File: src/rtl/synth_pkg.sv
// Shared constants and types for the synth voice blocks.
// The half-period table is in clk cycles at 10 MHz.
package synth_pkg;

  localparam logic [3:0] NOTE_C_LO = 4'd0;
  localparam logic [3:0] NOTE_C_HI = 4'd12;
  localparam logic [3:0] NOTE_REST = 4'b1111;

  localparam int NUM_NOTES = 13;
  localparam int TABLE_W   = 16;

  localparam logic [TABLE_W-1:0] HALF_TABLE [NUM_NOTES] = '{
    16'd19111, 16'd18039, 16'd17026, 16'd16071, 16'd15169,
    16'd14317, 16'd13514, 16'd12755, 16'd12039, 16'd11364,
    16'd10726, 16'd10124, 16'd9556
  };

  typedef enum logic [1:0] {
    IDLE,
    HIGH,
    LOW
  } tone_state_t;

  function automatic logic is_note(input logic [3:0] code);
    return code <= NOTE_C_HI;
  endfunction

endpackage

File: src/rtl/tone_period_lut.sv
// Combinational semitone/octave to half-period lookup.
// Rest codes return valid = 0 and half = 0.
module tone_period_lut
  import synth_pkg::*;
#(
  parameter int CNT_W = 16
) (
  input  logic [3:0]       note_in,
  input  logic [1:0]       octave,
  output logic [CNT_W-1:0] half,
  output logic             valid
);

  logic [TABLE_W-1:0] base;

  // Compare-based select keeps the 4-bit code from indexing past the table.
  always_comb begin
    base = '0;
    for (int i = 0; i < NUM_NOTES; i++) begin
      if (note_in == 4'(i)) begin
        base = HALF_TABLE[i];
      end
    end
  end

  assign valid = is_note(note_in);
  assign half  = CNT_W'(base >> octave);

endmodule

File: src/rtl/note_tone_gen.sv
// 50% duty square-wave tone generator; pitch and rest changes are
// only accepted at full-period boundaries so no runt pulses appear.
module note_tone_gen
  import synth_pkg::*;
#(
  parameter int CNT_W = 16
) (
  input  logic       clk,
  input  logic       n_rst,
  input  logic [3:0] note_in,
  input  logic [1:0] octave,
  output logic       wave_out,
  output logic       playing,
  output logic       period_start
);

  tone_state_t      state;
  logic [CNT_W-1:0] cnt;
  logic [CNT_W-1:0] cur_half;
  logic [CNT_W-1:0] half;
  logic             valid;
  logic             at_end;

  tone_period_lut #(.CNT_W(CNT_W)) u_lut (
    .note_in (note_in),
    .octave  (octave),
    .half    (half),
    .valid   (valid)
  );

  assign at_end = (cnt == cur_half - CNT_W'(1));

  always_ff @(posedge clk or negedge n_rst) begin
    if (!n_rst) begin
      state        <= IDLE;
      cnt          <= '0;
      cur_half     <= '0;
      wave_out     <= 1'b0;
      playing      <= 1'b0;
      period_start <= 1'b0;
    end else begin
      period_start <= 1'b0;
      case (state)
        IDLE: begin
          cnt      <= '0;
          wave_out <= 1'b0;
          if (valid) begin
            state        <= HIGH;
            cur_half     <= half;
            wave_out     <= 1'b1;
            playing      <= 1'b1;
            period_start <= 1'b1;
          end
        end
        HIGH: begin
          if (at_end) begin
            state    <= LOW;
            cnt      <= '0;
            wave_out <= 1'b0;
          end else begin
            cnt <= cnt + CNT_W'(1);
          end
        end
        LOW: begin
          if (at_end) begin
            cnt <= '0;
            // The only point where a new pitch or a rest is accepted.
            if (valid) begin
              state        <= HIGH;
              cur_half     <= half;
              wave_out     <= 1'b1;
              period_start <= 1'b1;
            end else begin
              state   <= IDLE;
              playing <= 1'b0;
            end
          end else begin
            cnt <= cnt + CNT_W'(1);
          end
        end
        default: begin
          state    <= IDLE;
          cnt      <= '0;
          wave_out <= 1'b0;
          playing  <= 1'b0;
        end
      endcase
    end
  end

endmodule
File: config.mk
export PLATFORM = sky130hd
export DESIGN_NAME = note_tone_gen
export DESIGN_NICKNAME = d
export VERILOG_FILES = /design/src/rtl/synth_pkg.sv /design/src/rtl/tone_period_lut.sv /design/src/rtl/note_tone_gen.sv
export SDC_FILE = /design/constraint.sdc
export NUM_CORES = 1
export LEC_CHECK = 0
export ABC_AREA = 1
export CORE_AREA = 10 10 99 101
export CTS_CLUSTER_SIZE = 28
export DETAILED_ROUTE_END_ITERATION = 10
export DIE_AREA = 0 0 109 111
export REMOVE_ABC_BUFFERS = 1
export SYNTH_ARGS = -nofsm -noshare
export SYNTH_HDL_FRONTEND = slang
export SYNTH_HIERARCHICAL = 1
export SYNTH_SLANG_ARGS = --single-unit
File: constraint.sdc
create_clock -name clk -period 2.3 [get_ports clk]
set_clock_uncertainty 0.05 [all_clocks]
set_input_delay 0.46 -clock clk [delete_from_list [all_inputs] [get_ports clk]]
set_output_delay 0.46 -clock clk [all_outputs]
set_load 0.02 [all_outputs]
==> results.cfg <==
[power]
vdd_ir_drop_max_v = 0.000798
p_per_area_nw_per_um2 = 998
p_leak_nw = 1.79
total_power_mw = 3.53

[critical_path]
setup_cp_type = flip-flop to flip-flop
worst_ep_required_time_ns = 2.40
cp_data_arrival_time_ns = 2.21
reg2reg_setup_slack_ns = 0.19
reg2reg_depth = 13
critPathLaunch = cur_half[1]
crit_path_max_incr_delay_ns = 0.41
critical_path.endpoint_type = flip-flop
endpoint = cnt[12]
crit_fanout = 16
critical_path.reg2reg.endpoint = cnt[12]
timing.critical_path.slowest_stage_cell = sky130_fd_sc_hd__dfrtp_1
worstSetupStartpointType = flip-flop
r2r_start = cur_half[1]
crit_chain = inv_2, ha_4, nand2_2, nor2_4, buf_4, nand3b_1, nand2_1, nor2_1, nand2_1, nor2_4, nand2_4, buf_4, nor3b_1

[clock_tree]
cts_inserted_buffers = 5
cts-root-buf = sky130_fd_sc_hd__clkbuf_8
cts.reportedPaths.clkPinSlew_ns = 0.07
max-clock-path-buffers = 2
h-tree-depth = 2
tritoncts_clock_tree = built
clock_latency_ns = 0.28
postCtsHoldBufs = 0
cts_num_sinks = 37

[floorplan]
floorplan.die.height_um = 111
boundaryPins = 11
die_area_um2 = 12100
die_w_um = 109
num_rows = 33
design.core.area_um2 = 7970
initial_utilization = 0.387

[global_route]
antenna_found_initial = 0
grt_pass1_wl_um = 13100
vias_in_the_first_global_route = 2756
global_route.usage.total = 0.128
grt_max_degree = 38
grt-ovfl-total = 0

[detailed_routing]
drt_first_pass_iters = 4
total_detailed_routing_wirelength_um = 7390
num_vias = 3006
post_drt_wl_per_cell_um = 12.3
initialDrtViolationCount = 175
drc_errors = 0
detail_route.vias_per_cell = 5.01
drtAntennaViolNets = 0

[synth]
unique_cell_type_count_in_the_yosys_netlist = 34
yosysSeqAreaShare = 0.300
synth.area.mux_share = 0
synth.yosys.warnings = 6
post_synth_and_or_nand_nor_area_fraction = 0.493
synth_adder_area_share = 0.0243
post_synthesis_register_bit_count = 37
synth_top_family_by_area = simple AND/OR/NAND/NOR gates
number_of_instances_in_the_synthesized_netlist = 472
yosys.area.top_type_share = 0.300
syn_area_um2 = 3090
synth_top_cell_by_area = sky130_fd_sc_hd__dfrtp_1
synth_compound_area_frac = 0.0308
post_synth_xor_xnor_area = 0.0738
netlist_top_cells_area = sky130_fd_sc_hd__dfrtp_1 (30%), sky130_fd_sc_hd__nand2_1 (20%), sky130_fd_sc_hd__nand3_1 (13%)
post_synth.cell_area_avg_um2 = 6.54

[place]
routabilityCongestion = 0.878
placed_cells = 585
buffer_ports.inserted = 10
hpwlAfterDp_um = 5610

[finish]
final_net_count = 508
finalNonFillerCells = 600
layout.cells.most_common = sky130_fd_sc_hd__nand2_1
utilization_after_layout = 0.444
final_cell_mix = sky130_fd_sc_hd__nand2_1 (167), sky130_fd_sc_hd__nand3_1 (78), sky130_fd_sc_hd__inv_1 (36)
num_antenna_cells = 0
fraction_of_final_layout_cells_sized_beyond_drive_strength_1 = 0.117
areaGrowthSynthToFinish_pct = 14.5

[min_path]
holdCritPathClass = input port to async pin

[timing]
timing.slew.headroom = 0.457
layout_worst_path_cycle_share = 0.918
post-route-min-period_ns = 2.11
report.final.setup_viol = 0
fin_hold_ws_ns = 0.211
worst_slew_pin_slew_ns = 0.815
timing_max_transition_violations_final = 0
fmax_mhz = 474
tns_ns = 0
hold_viol_final = 0

[status]
run_status = complete, no violations

[job]
max_cap_viol_count = 0
-- cell type report --
cell class / instances / area [µm²]
clock buffer: 8 / 80.1
fill: 832 / 4430
inverter: 40 / 150
multi-input combinational: 380 / 1990
sequential: 37 / 930
tap: 105 / 131
timing repair buffer: 30 / 258
-- power breakdown --
part           switching, mW  internal, mW
clock network          0.220         0.215
registers              0.240         0.844
logic                   1.23         0.778
total                   1.69          1.84
-- metal layers --
metal  global-route usage  wire, µm
met3               0.0233       306
met2                0.191      3390
met4               0.0220        45
met5                    0         0
met1                0.188      3640
-- flip-flops by register name, indices dropped and copies added, names as in the netlist --
signal        flops
wave_out          1
playing           1
cur_half         16
cnt              16
period_start      1
state             2
-- synth_stat cells --
library cell / n
sky130_fd_sc_hd__nand3b_1: 7
sky130_fd_sc_hd__buf_1: 1
sky130_fd_sc_hd__nand3_1: 78
sky130_fd_sc_hd__o21ai_1: 1
sky130_fd_sc_hd__nor2_4: 4
sky130_fd_sc_hd__inv_1: 38
sky130_fd_sc_hd__nand2_4: 2
sky130_fd_sc_hd__nor3b_1: 10
sky130_fd_sc_hd__nand4_1: 10
sky130_fd_sc_hd__buf_4: 2
sky130_fd_sc_hd__ha_1: 6
sky130_fd_sc_hd__nand3_2: 1
sky130_fd_sc_hd__dfrtp_1: 37
sky130_fd_sc_hd__nand2_2: 3
sky130_fd_sc_hd__o22ai_1: 1
sky130_fd_sc_hd__clkbuf_1: 4
sky130_fd_sc_hd__a21o_1: 1
sky130_fd_sc_hd__nor2_1: 38
sky130_fd_sc_hd__conb_1: 1
sky130_fd_sc_hd__nor3_1: 3
sky130_fd_sc_hd__xnor2_1: 6
sky130_fd_sc_hd__nand2_8: 1
sky130_fd_sc_hd__and2_1: 1
sky130_fd_sc_hd__inv_2: 2
sky130_fd_sc_hd__o21ai_0: 6
sky130_fd_sc_hd__nor2_2: 2
sky130_fd_sc_hd__buf_6: 2
sky130_fd_sc_hd__a21oi_1: 4
sky130_fd_sc_hd__o2111ai_1: 1
sky130_fd_sc_hd__o21ai_2: 2
sky130_fd_sc_hd__nor4_1: 3
sky130_fd_sc_hd__xor2_1: 20
sky130_fd_sc_hd__nand2_1: 168
sky130_fd_sc_hd__buf_2: 6
-- cells by family after synthesis --
kind of cell / count (synthesis)
AND/OR/NAND/NOR: 331
buffers and inverters: 55
flip-flops: 37
XOR/XNOR: 26
AO/OA/AOI/OAI: 16
adder cells (fa/ha/maj): 6
other: 1
-- worst max-delay path: cells and delay by family, from the launching register on --
family	cells	cell delay, ns
adders and majority gates	1	0.17
DFF	1	0.41
and+or+nand+nor	9	0.95
buffers and inverters	3	0.40
-- through the flow --
step / setup WS, ns / cell area (µm²)
6_report: 0.188 / 3530
5_1_grt: -0.00990 / 3530
3_5_place_dp: 0.0385 / 3320
3_3_place_gp: 0.0543 / 3320
4_1_cts: 0.0255 / 3400
2_1_floorplan: 0.247 / 3000
-- how the worst min path moves through the flow --
stage,start,end,slack (ns)
after floorplan,n_rst,cnt[0],0.11
after global placement,wave_out,wave_out,0.41
after detailed placement,wave_out,wave_out,0.41
after CTS,n_rst,cnt[5],0.26
after global routing,n_rst,cnt[4],0.28
final,n_rst,cnt[11],0.21
-- repair_timing --
item,CTS,global route
setup endpoints to repair,0,36
resized for setup,0,20
setup buffers,0,7
No activity file was read; power rests on OpenSTA's default activity.
